--- src/rtl/rst_seq_pkg.sv ---
// Shared types and constants for the reset sequencer.
package rst_seq_pkg;

    typedef enum logic [1:0] {ASSERT, RELEASE, DONE} rst_seq_state_t;

    typedef logic [1:0] rst_cause_t;

    localparam rst_cause_t CAUSE_POR = 2'b01;
    localparam rst_cause_t CAUSE_EXT = 2'b10;
    localparam rst_cause_t CAUSE_SW  = 2'b11;

endpackage

--- src/rtl/sync_chain.sv ---
// Multi-flop synchroniser with asynchronous active-low clear.
module sync_chain #(
    parameter int STAGES = 2
) (
    input  logic clk,
    input  logic clr_n,
    input  logic d,
    output logic q
);

    logic [STAGES-1:0] ff;

    always_ff @(posedge clk or negedge clr_n) begin
        if (!clr_n) ff <= '0;
        else        ff <= {ff[STAGES-2:0], d};
    end

    assign q = ff[STAGES-1];

endmodule

--- src/rtl/reset_sequencer.sv ---
// Synchronises POR/push-button/software resets, stretches them, then releases
// N_OUT domain resets in index order. Define RST_SEQ_CAUSE_EN to add rst_cause.
import rst_seq_pkg::*;

module reset_sequencer #(
    parameter int SYNC_STAGES    = 2,
    parameter int N_OUT          = 4,
    parameter int STRETCH_CYCLES = 16,
    parameter int STEP_CYCLES    = 8
) (
    input  logic             clk,
    input  logic             rst_n,
    input  logic             ext_rst_p,
    input  logic             sw_rst_p,
    output logic [N_OUT-1:0] rst_out_n,
`ifdef RST_SEQ_CAUSE_EN
    output logic [1:0]       rst_cause,
`endif
    output logic             rst_done
);

    localparam int CNT_MAX = (STRETCH_CYCLES > STEP_CYCLES) ? STRETCH_CYCLES : STEP_CYCLES;
    localparam int CNT_W   = $clog2(CNT_MAX + 1);
    localparam int IDX_W   = $clog2(N_OUT) + 1;

    localparam logic [CNT_W-1:0] STRETCH_LAST = CNT_W'(STRETCH_CYCLES - 1);
    localparam logic [CNT_W-1:0] STEP_LAST    = CNT_W'(STEP_CYCLES - 1);
    localparam logic [IDX_W-1:0] IDX_LAST     = IDX_W'(N_OUT - 1);

    logic por_sync, ext_req, por_req, req;

    sync_chain #(.STAGES(SYNC_STAGES)) u_por_sync (
        .clk   (clk),
        .clr_n (rst_n),
        .d     (1'b1),
        .q     (por_sync)
    );

    sync_chain #(.STAGES(SYNC_STAGES)) u_ext_sync (
        .clk   (clk),
        .clr_n (rst_n),
        .d     (ext_rst_p),
        .q     (ext_req)
    );

    assign por_req = ~por_sync;
    assign req     = por_req | ext_req | sw_rst_p;

    rst_seq_state_t   state_q, state_d;
    logic [CNT_W-1:0] cnt_q, cnt_d;
    logic [IDX_W-1:0] idx_q, idx_d;
    logic [N_OUT-1:0] out_d;
    logic             done_d;

    always_ff @(posedge clk or negedge rst_n) begin
        if (!rst_n) begin
            state_q   <= ASSERT;
            cnt_q     <= '0;
            idx_q     <= '0;
            rst_out_n <= '0;
            rst_done  <= 1'b0;
        end else begin
            state_q   <= state_d;
            cnt_q     <= cnt_d;
            idx_q     <= idx_d;
            rst_out_n <= out_d;
            rst_done  <= done_d;
        end
    end

    always_comb begin
        state_d = state_q;
        cnt_d   = cnt_q;
        idx_d   = idx_q;
        if (req) begin
            state_d = ASSERT;
            cnt_d   = '0;
            idx_d   = '0;
        end else begin
            case (state_q)
                ASSERT: begin
                    if (cnt_q == STRETCH_LAST) begin
                        cnt_d   = '0;
                        idx_d   = IDX_W'(1);
                        state_d = (N_OUT > 1) ? RELEASE : DONE;
                    end else begin
                        cnt_d = cnt_q + 1'b1;
                    end
                end
                RELEASE: begin
                    if (cnt_q == STEP_LAST) begin
                        cnt_d = '0;
                        idx_d = idx_q + 1'b1;
                        if (idx_q == IDX_LAST) state_d = DONE;
                    end else begin
                        cnt_d = cnt_q + 1'b1;
                    end
                end
                DONE:    ;
                default: state_d = ASSERT;
            endcase
        end
    end

    // Outputs are computed one edge ahead so they leave flops directly.
    always_comb begin
        out_d  = rst_out_n;
        done_d = rst_done;
        if (req) begin
            out_d  = '0;
            done_d = 1'b0;
        end else begin
            case (state_q)
                ASSERT: begin
                    out_d  = '0;
                    done_d = 1'b0;
                    if (cnt_q == STRETCH_LAST) begin
                        out_d  = N_OUT'(1);
                        done_d = (N_OUT == 1);
                    end
                end
                RELEASE: begin
                    if (cnt_q == STEP_LAST) begin
                        out_d  = rst_out_n | (N_OUT'(1) << idx_q);
                        done_d = (idx_q == IDX_LAST);
                    end
                end
                DONE: begin
                    out_d  = '1;
                    done_d = 1'b1;
                end
                default: begin
                    out_d  = '0;
                    done_d = 1'b0;
                end
            endcase
        end
    end

`ifdef RST_SEQ_CAUSE_EN
    rst_cause_t cause_d;

    always_comb begin
        cause_d = rst_cause;
        if (ext_req)       cause_d = CAUSE_EXT;
        else if (sw_rst_p) cause_d = CAUSE_SW;
        else if (por_req)  cause_d = CAUSE_POR;
    end

    always_ff @(posedge clk or negedge rst_n) begin
        if (!rst_n) rst_cause <= CAUSE_POR;
        else        rst_cause <= cause_d;
    end
`endif

endmodule

--- config.mk ---
export PLATFORM = sky130hd
export DESIGN_NAME = reset_sequencer
export DESIGN_NICKNAME = d
export VERILOG_FILES = /design/src/rtl/rst_seq_pkg.sv /design/src/rtl/sync_chain.sv /design/src/rtl/reset_sequencer.sv
export SDC_FILE = /design/constraint.sdc
export NUM_CORES = 1
export LEC_CHECK = 0
export CAP_MARGIN = 20
export CORE_MARGIN = 4
export CORE_UTILIZATION = 55
export CTS_CLUSTER_SIZE = 16
export DETAILED_ROUTE_END_ITERATION = 12
export GPL_TIMING_DRIVEN = 0
export PLACE_DENSITY = 0.8
export SYNTH_ARGS = -nofsm -noshare
export SYNTH_HDL_FRONTEND = slang
export SYNTH_SLANG_ARGS = --single-unit
--- constraint.sdc ---
create_clock -name clk -period 5.22 [get_ports clk]
set_clock_uncertainty 0.05 [all_clocks]
set_input_delay 1.044 -clock clk [delete_from_list [all_inputs] [get_ports clk]]
set_output_delay 1.044 -clock clk [all_outputs]
set_load 0.005 [all_outputs]
==> run metrics, run 1 <==
status finished clean; largest net degree at the start of global routing 20; clock-pin slew on the worst setup and hold paths approximately 110 ps; Clk Tree Root Cell clkbuf_4; antenna cells 0; PwrDens about 190 nW/µm²; crit path capture type primary output; xor and xnor fraction of the mapped netlist area 0.773%; First-pass DRT Iterations 4; commonest non-fill, non-tap cell in the layout dfrtp_1; Finished Cell Area between 1000 and 1500 µm²; Placed Area between 1000 and 1500 µm²; Clock Power Share 32.7%; synthesized area between 1000 and 1500 µm²; die area between 2000 and 3000 µm²; max-slew violations 0; Critical Path Source Type flop; Net Sw Frac a little under a quarter; antenna violations before repair 0; worst hold slack 317 ps; Syn Area/Cell roughly 10 µm²; # fillers 169; placed instance count 147; Setup CP Type flop to primary output; total power 236 µW; core box area 1960 µm²; DPL Wire Length 1800 µm; adder-cell share of the synthesized area about 14%; CP delay by family, top buffers and inverters; Die Y roughly 53 µm; FF+latch count, synth 19; share of the synthesized area in the top cell type between 40% and 50%; CP max FO 3; # setup viols final 0; Worst slew margin between 40% and 50%; syn_nets about 130; mux cell area share after synthesis less than 1%; first-pass GRT wire length a little over 4000 µm; # nets final 142; # hold bufs at CTS 0; compound-cell area share of the yosys netlist 19.0%; Post-CTS Setup Bufs 0; Internal about 180 µW; yosys warns 0; die width between 50 and 60 µm; clk buf depth 2; total wire length 2390 µm; Vias/cell a little over 6; largest family of logic cells by synthesized area compound AO/OA/AOI/OAI gates; fmax 430 MHz; P_leak between 0.5 and 0.6 nW; top cells by area, synth dfrtp_1, ha_1, nand3_1; final antenna-violating net count 0; slowest cell on the critical path clkdlybuf4s50_1; Synth cell types 35; htree depth 1; Area Growth Syn to Fin 12.5%; post-synth top area cell dfrtp_1; post-synthesis sequential area ratio 42.0%; Reg area approximately 480 µm²; sequential power share between 60% and 70%; Cells after Synth approximately 110; area share of and/or/nand/nor cells after synthesis a little under a fifth; Slew @ Worst Pin between 800 and 900 ps; routed len/inst 15.9 µm; most frequent cells in the layout dfrtp_1, ha_1, nor2_1; layout cells sized above 1 under 10%; Tcrit/Tclk final between 40 and 50%; Remaining Overflow, GRT 0; Sink Count 19; area of the multi-input gates a little over 600 µm²; max-cap violations 0; unrepaired setup endpoints after global routing no; CTS tree yes; Final Wtd Congestion roughly 0.8; Worst Path Required around 4100 ps; vias in the first global route 902; Hold Path Class flop to flop; I/O pin count 9; Clk Latency, worst-skew pair roughly 310 ps; combinational power share approximately 3.8%; port bufs 8; Final Critical Period approximately 2300 ps; CP Buf/Inv Count 1; WP data arrival between 1000 and 1500 ps; Switch Pwr about 55 µW; via count a little over 900; Initial Util between 50 and 60%; TritonCTS Buffers 3; final hold vios 0; setup_tns 0 ps; CP max stage delay between 500 and 600 ps; Non-Filler Instances roughly 150; All-Layer GR Usage approximately a fifth; drt drc 0; Core Rows 16; critical path cell sequence clkdlybuf4s50_1; initial drt markers 23; VDD IR max around 140 µV; PostCTS Resize Cnt 0
state kept, by name (all words and copies together) (netlist names):
signal         flops
state_q            2
rst_done           1
rst_out_n          4
u_ext_sync.ff      2
idx_q              3
u_por_sync.ff      2
cnt_q              5
cell type report:
cell class,count,share of cell area (%)
Sequential cell,19,37.3
Buffer,3,1.57
Clock buffer,3,1.77
Inverter,8,2.36
Timing Repair Buffer,8,6.29
Clock inverter,1,0.393
Multi-Input combinational cell,82,47.6
Tap cell,27,2.65
cell usage after synthesis (all sizes together):
cell and instances:
o21ai 3, and3 1, nand3 8, xor2 1
dfrtp 19, or3 2, ha 13, nand2b 2
or3b 1, nand2 4, a32o 1, nor2b 4
clkbuf 1, mux2i 1, nor3b 1, a2111oi 1
a21oi 7, a32oi 1, a211oi 3, nor2 9
o31ai 3, o221ai 2, o211a 2, conb 1
and2 1, a22oi 1, a2bb2oi 1, buf 2
nand4bb 1, a31oi 2, a21o 1, inv 8
or2 1, nor3 3
through the flow:
stage          util, %  setup WS (ps)
5_1_grt           64.9           2800
3_5_place_dp      63.5           2590
6_report          64.9           2890
3_3_place_gp      63.5           2630
2_1_floorplan        -           3200
4_1_cts           64.9           2890
cells by family after synthesis:
family | after synthesis
AND/OR/NAND/NOR | 38
XOR/XNOR | 1
adder cells (fa/ha/maj) | 13
flip-flops | 19
multiplexers | 1
other | 1
AO/OA/AOI/OAI | 28
buffers and inverters | 11
power groups by stage:
| stage | clock, mW | combinational, mW | sequential [mW] |
|---|---|---|---|
| final | 0.0772 | 0.00901 | 0.150 |
| after global routing | 0.0827 | 0.00987 | 0.150 |
| after CTS | 0.0773 | 0.00916 | 0.150 |
| after detailed placement | 0 | 0.00912 | 0.153 |
| after global placement | 0 | 0.00871 | 0.153 |
| after floorplan | 0 | 0.00296 | 0.153 |
final timing paths:
path | start | end | slack (ps) | cells after the start
worst max-delay path | rst_out_n[1]$_DFFE_PN0P_ | rst_out_n[1] | 2890 | 1
worst min-delay path | u_por_sync.ff[0]$_DFF_PN0_ | u_por_sync.ff[1]$_DFF_PN0_ | 320 | 0
worst max register to register | state_q[1]$_DFFE_PN0P_ | cnt_q[1]$_DFFE_PN0P_ | 3170 | 7
worst min register to register | u_por_sync.ff[0]$_DFF_PN0_ | u_por_sync.ff[1]$_DFF_PN0_ | 320 | 0
max in group asynchronous | rst_n | u_ext_sync.ff[1]$_DFF_PN0_ | 3430 | 1
min in group asynchronous | rst_n | rst_out_n[0]$_DFFE_PN0P_ | 1160 | 1
per-layer routing:
| metal | wire length, µm | part of all wire [%] | GRT usage [%] |
|---|---|---|---|
| met4 | 47 | 2.0 | 7.23 |
| met3 | 117 | 4.9 | 4.51 |
| met2 | 1190 | 50 | 32.9 |
| met1 | 1040 | 44 | 25.1 |
| met5 | 0 | 0 | 0 |
(Power assumes the default switching activity.)
==> inputs of run 2 (changes only) <==
- clock period: 5.22 -> 2.4 ns (I/O delays scaled with it)
==> results of run 2 <==
Same layout as run 1 (identical final DEF). Status: finished clean.
Among the figures that moved: setup slack after placement 2590 ps -> 332 ps; setup slack after layout 2890 ps -> 353 ps; start point of the critical path rst_out_n[1]$_DFFE_PN0P_ -> state_q[1]$_DFFE_PN0P_; end point of the critical path rst_out_n[1] -> cnt_q[1]$_DFFE_PN0P_; register-to-register setup slack 3170 ps -> 350 ps; total power 0.236 mW -> 0.514 mW; worst IR drop on VDD 143 µV -> 310 µV
